**src/rtl/ram_arbiter.sv**
```systemverilog
// ram_arbiter: shares one RAM port between two pulse-protocol requesters; define ARBITER_ROUND_ROBIN_EN for round-robin, else port 0 has fixed priority
module ram_arbiter #(
  parameter int ADDR_WIDTH = 32,
  parameter int DATA_WIDTH = 32
) (
  input  logic                  clk,
  input  logic                  reset,
  input  logic                  readReq0,
  input  logic                  writeReq0,
  input  logic [ADDR_WIDTH-1:0] ramAddress0,
  input  logic [DATA_WIDTH-1:0] ramOut0,
  output logic [DATA_WIDTH-1:0] ramIn0,
  output logic                  readAck0,
  output logic                  writeAck0,
  input  logic                  readReq1,
  input  logic                  writeReq1,
  input  logic [ADDR_WIDTH-1:0] ramAddress1,
  input  logic [DATA_WIDTH-1:0] ramOut1,
  output logic [DATA_WIDTH-1:0] ramIn1,
  output logic                  readAck1,
  output logic                  writeAck1,
  output logic                  memReadReq,
  output logic                  memWriteReq,
  output logic [ADDR_WIDTH-1:0] memAddress,
  output logic [DATA_WIDTH-1:0] memOut,
  input  logic [DATA_WIDTH-1:0] memIn,
  input  logic                  memReadAck,
  input  logic                  memWriteAck,
  output logic [1:0]            grant,
  output logic                  protoError
);
  localparam logic [0:0] IDLE = 1'b0;
  localparam logic [0:0] WAIT = 1'b1;
  logic [0:0] state;
  logic [1:0] slot_v, slot_w, rd, wr, rack, wack, clr;
  logic [ADDR_WIDTH-1:0] slot_a [2];
  logic [DATA_WIDTH-1:0] slot_d [2];
  logic [ADDR_WIDTH-1:0] req_a [2];
  logic [DATA_WIDTH-1:0] req_d [2];
  logic [DATA_WIDTH-1:0] rin [2];
  logic last, win, own, hit;
  assign rd = {readReq1, readReq0};
  assign wr = {writeReq1, writeReq0};
  assign req_a[0] = ramAddress0;
  assign req_a[1] = ramAddress1;
  assign req_d[0] = ramOut0;
  assign req_d[1] = ramOut1;
  assign own = grant[1];
  assign hit = state == WAIT && (slot_w[own] ? memWriteAck : memReadAck);
  assign clr = hit ? (own ? 2'b10 : 2'b01) : 2'b00;
`ifdef ARBITER_ROUND_ROBIN_EN
  assign win = &slot_v ? ~last : slot_v[1];
`else
  assign win = ~slot_v[0];
`endif
  assign {readAck1, readAck0} = rack;
  assign {writeAck1, writeAck0} = wack;
  assign ramIn0 = rin[0];
  assign ramIn1 = rin[1];
  // capture request pulses into per-port slots; a slot freed by this cycle's ack may be refilled at once
  always_ff @(posedge clk or negedge reset)
    if (!reset) begin
      slot_v <= '0;
      slot_w <= '0;
      protoError <= 1'b0;
      for (int i = 0; i < 2; i++) begin
        slot_a[i] <= '0;
        slot_d[i] <= '0;
      end
    end else begin
      for (int i = 0; i < 2; i++) begin
        if (clr[i]) slot_v[i] <= 1'b0;
        if (rd[i] || wr[i]) begin
          if (slot_v[i] && !clr[i]) protoError <= 1'b1;
          else begin
            slot_v[i] <= 1'b1;
            slot_w[i] <= wr[i];
            slot_a[i] <= req_a[i];
            slot_d[i] <= req_d[i];
          end
          if (rd[i] && wr[i]) protoError <= 1'b1;
        end
      end
    end
  // issue one slot to the RAM, then wait for its matching ack and route it back to the owner
  always_ff @(posedge clk or negedge reset)
    if (!reset) begin
      state <= IDLE;
      last <= 1'b1;
      grant <= '0;
      memReadReq <= 1'b0;
      memWriteReq <= 1'b0;
      memAddress <= '0;
      memOut <= '0;
      rack <= '0;
      wack <= '0;
      for (int i = 0; i < 2; i++) rin[i] <= '0;
    end else begin
      memReadReq <= 1'b0;
      memWriteReq <= 1'b0;
      rack <= '0;
      wack <= '0;
      if (state == IDLE) begin
        if (|slot_v) begin
          state <= WAIT;
          grant <= win ? 2'b10 : 2'b01;
          memAddress <= slot_a[win];
          if (slot_w[win]) memOut <= slot_d[win];
          memReadReq <= ~slot_w[win];
          memWriteReq <= slot_w[win];
        end
      end else if (hit) begin
        state <= IDLE;
        grant <= '0;
        last <= own;
        rack[own] <= ~slot_w[own];
        wack[own] <= slot_w[own];
        if (!slot_w[own]) rin[own] <= memIn;
      end
    end
endmodule

```
**config.mk**
```make
export PLATFORM = sky130hd
export DESIGN_NAME = ram_arbiter
export DESIGN_NICKNAME = d
export VERILOG_FILES = /design/src/rtl/ram_arbiter.sv
export SDC_FILE = /design/constraint.sdc
export NUM_CORES = 1
export LEC_CHECK = 0
export CAP_MARGIN = 10
export CORE_MARGIN = 3
export CORE_UTILIZATION = 25
export CTS_BUF_LIST = sky130_fd_sc_hd__clkbuf_4
export DETAILED_ROUTE_END_ITERATION = 6
export PLACE_DENSITY_LB_ADDON = 0.25
export SYNTH_ARGS = -nofsm -noshare
export SYNTH_HDL_FRONTEND = slang
export SYNTH_SLANG_ARGS = --single-unit
```
**constraint.sdc**
```tcl
create_clock -name clk -period 2.77 [get_ports clk]
set_clock_uncertainty 0.2 [all_clocks]
set_input_delay 0.6925 -clock clk [delete_from_list [all_inputs] [get_ports clk]]
set_output_delay 0.6925 -clock clk [all_outputs]
set_load 0.02 [all_outputs]
```
==> metrics.csv <==
stage;metric;value;unit
global_route;Tot GR Track Use;0.129;
job;number of maximum-capacitance violations;0;
synth;main combinational cell family by area after synthesis;multiplexers;
cts;number of buffers inserted during clock tree synthesis;78;
global_route;first-pass GRT wire length;46900;µm
pwr;LEAKAGE;7.30;nW
cts;Worst-path clk slew;0.06;ns
synth;post-synth top area cell;dfrtp_1;
placed_design;DP Worst Slack;0.0599;ns
floorplan;die width;216;µm
synth;Synth Warn #;0;
cells_and_area;final core utilization;0.369;
critical_path;largest fanout on the critical path;2;
route;vias per std cell;4.14;
critical_path;Cell Chain, Critical Path;clkdlybuf4s50_1;
synth;number of nets in the synthesized netlist;979;
floorplan;area of the core;43300;µm²
critical_path;maximum cell stage delay along the critical path;0.63;ns
critical_path;required time at the worst-slack endpoint;1.88;ns
global_route;pin count of the biggest net entering global routing;66;
critical_path;combined buffer and inverter count along the critical path;1;
timing;RSZ-0062 raised after global routing;no;
cells_and_area;number of nets in the layout;1345;
placed_design;GP Congestion;0.742;
synth;Synth Area in Simple Gates;0.0669;
cells_and_area;total area of multi-input combinational cells;3890;µm²
critical_path;nature of the critical path startpoint;flip-flop;
critical_path;capture point of the worst path;memOut[30];
synth;Yosys top cell area share;0.614;
cts;CTS tree;built;
route;length of the first detailed-routing pass in iterations;4;
timing;ratio of final minimum period to clock period;0.943;
timing;slew at the pin with the worst max-slew slack;0.634;ns
synth;area share of fa/ha/maj cells after synthesis;0;
critical_path;depth of the critical timing path with buffers and inverters included;1;
critical_path;launch point of the critical path;memOut[30];
pwr;PD cells;1130;nW/µm²
synth;Post-Synthesis Cells;811;
route;detailed-route wire length per cell;16.5;µm
synth;synthesized cell area;11000;µm²
timing;post-route setup TNS;0;ns
global_route;vias in the first global route;8204;
floorplan;floorplan row count;76;
synth;share of the synthesized area in compound gates (AO/OA/AOI/OAI);0.0395;
cts;Num Clock Sinks;270;
synth;count of state elements after synthesis;270;
synth;top post-synthesis cells by area;dfrtp_1 61%, mux2_4 8.2%, mux2_1 7.2%;
synth;Seq/Total Area, Yosys;0.614;
timing;Achievable Freq;0.383;GHz
floorplan;initial standard-cell utilization of the core;0.255;
critical_path;Worst Reg2Reg Path Length in Cells;5;
synth;count of different cell masters after synthesis;33;
critical_path;worst flop-to-flop path endpoint;slot_a[40];
critical_path;kind of end point of the critical path;primary output;
timing;final hold violations;0;
floorplan;die outline area;46600;µm²
timing;Final setup violation count;0;
route;number of DRC violations after detailed-routing iteration 0;242;
floorplan;number of top-level pins;305;
cells_and_area;Final Non-Filler Cells;1827;
cts;clock latency at the later pin of the worst-skew pair;0.71;ns
cells_and_area;Fill cells;4269;
synth;Post-Synthesis Mean Instance Area;13.6;µm²
cts;number of buffers on the longest clock path;3;
cells_and_area;layout cells sized above 1;0.214;
global_route;antenna violations before repair;4;
timing;final critical delay including setup and external delays;2.61;ns
critical_path;Critical R2R Launch;state;
synth;portion of netlist area occupied by mux cells;0.245;
placed_design;post-detailed-placement half-perimeter wirelength;20700;µm
cells_and_area;area grow syn2layout;44.8;%
critical_path;Worst Path Arrival;1.72;ns
critical_path;Max stage delay cell, worst path;clkdlybuf4s50_1;
pwr;largest voltage drop on the vdd net;421;µV
placed_design;DP Cell Count;1681;
cts;Clock H-tree levels;3;
timing;worst setup margin;0.159;ns
global_route;sum of overflow across all layers after global routing;0;
outcome;result of the run;completed;
cells_and_area;Sequential Area;6760;µm²
timing;max-slew violation count;0;
placed_design;I/O Buffers;304;
route;detailed-route via count;7559;
critical_path;R2R setup slack;0.66;ns
route;final wirelength;30100;µm
route;total DRC errors in the routed layout;0;
synth;Synth Area in XOR/XNOR;0;
critical_path;dominant delay contributor by cell family on the critical path;buffers and inverters;
worst_hold_path;worst min-delay path class;input port to async pin;
timing;remaining max-slew budget at the tightest pin;0.577;
cts;clock tree root driver cell;clkbuf_4;
route;remaining antenna violation count after routing;0;
floorplan;floorplan die height;216;µm
critical_path;startpoint-to-endpoint class of the critical path;flip-flop to primary output;
[cell usage in the layout, fill, tap and decap left out, types with 3 or more instances in the layout]
master and n:
nor2_1 36, mux2_2 30, nor3_1 3, a21oi_1 34
clkinv_1 9, buf_12 16, buf_4 13, mux2_4 60
clkbuf_4 124, o21ai_0 34, dfrtp_1 269, clkdlybuf4s50_1 297
mux2i_1 67, inv_1 4, nand2_1 136, dlygate4sd2_1 5
mux2_1 70, clkinv_2 4
[area by class of cell]
type | count | area share
Antenna cell | 2 | 0.000314
Clock buffer | 124 | 0.0584
Clock inverter | 19 | 0.00855
Inverter | 4 | 0.000942
Multi-Input combinational cell | 489 | 0.244
Sequential cell | 270 | 0.424
Tap cell | 585 | 0.0459
Timing Repair Buffer | 334 | 0.218
[per-stage QoR]
stage | power (W) | area (µm²) | hold slack (ns)
2_1_floorplan | 0.0110 | 11000 | 0.197
3_3_place_gp | 0.0142 | 14900 | 0.259
3_5_place_dp | 0.0143 | 14900 | 0.262
4_1_cts | 0.0185 | 15900 | 0.156
5_1_grt | 0.0193 | 15900 | 0.185
6_report | 0.0181 | 15900 | 0.272
[cells by family after synthesis]
| logic type | Yosys count |
|---|---|
| simple gates | 183 |
| buf+inv | 52 |
| compound gates | 79 |
| mux | 227 |
| flops | 270 |
[routing by layer]
layer  global-route usage  vias up  routed length, µm
li1                     -     3575                  -
met1                0.160     3670              13300
met2                0.202      261              13600
met3               0.0460       49               2450
met4               0.0564        4                684
met5                    0        -                 31
[worst min-delay path by stage]
stage	start	endpoint	slack (ns)
2_1_floorplan	reset	grant[0]	0.20
3_3_place_gp	ramIn1[14]	ramIn1[14]	0.26
3_5_place_dp	ramIn1[28]	ramIn1[28]	0.26
4_1_cts	reset	ramIn0[3]	0.16
5_1_grt	reset	ramIn0[3]	0.19
6_report	reset	ramIn0[3]	0.27
[state kept, by name, summed over array words and instances (netlist names), 2 cells and up]
register    count
grant           2
memAddress     32
memOut         32
rack            2
ramIn0         32
ramIn1         32
slot_a         64
slot_d         64
slot_v          2
slot_w          2
wack            2
[synth_stat cells]
cell	instances
buf_12	7
o221ai_1	1
nor2b_1	1
buf_1	5
inv_1	4
o21bai_1	1
dfrtp_1	270
nand3b_1	1
nand2_2	1
a31o_2	1
buf_4	1
nor2_1	36
o22ai_1	1
and2b_1	1
nor3b_4	1
nor3b_1	1
mux2i_1	67
o21ai_2	2
mux2_1	70
nand4b_1	1
mux2_4	60
buf_2	16
nand2b_4	1
clkbuf_1	12
o21ai_0	34
a221oi_1	1
nand2_1	136
a21oi_1	35
nor3_1	3
o21a_4	1
a22o_1	2
mux2_2	30
buf_6	7
[timing repair]
action                     in CTS  in global routing
setup endpoints to repair       5                  1
gates resized for setup         5                  1
buffers inserted                0                  0
hold buffers                    1                  0
hold endpoints to repair      176                  0
[power by group]
group          switching, W  internal (W)
Combinational       0.00328       0.00380
Sequential          0.00111       0.00590
Clock               0.00174       0.00222
Total               0.00613        0.0119
Power figures use the tool's default switching activity.
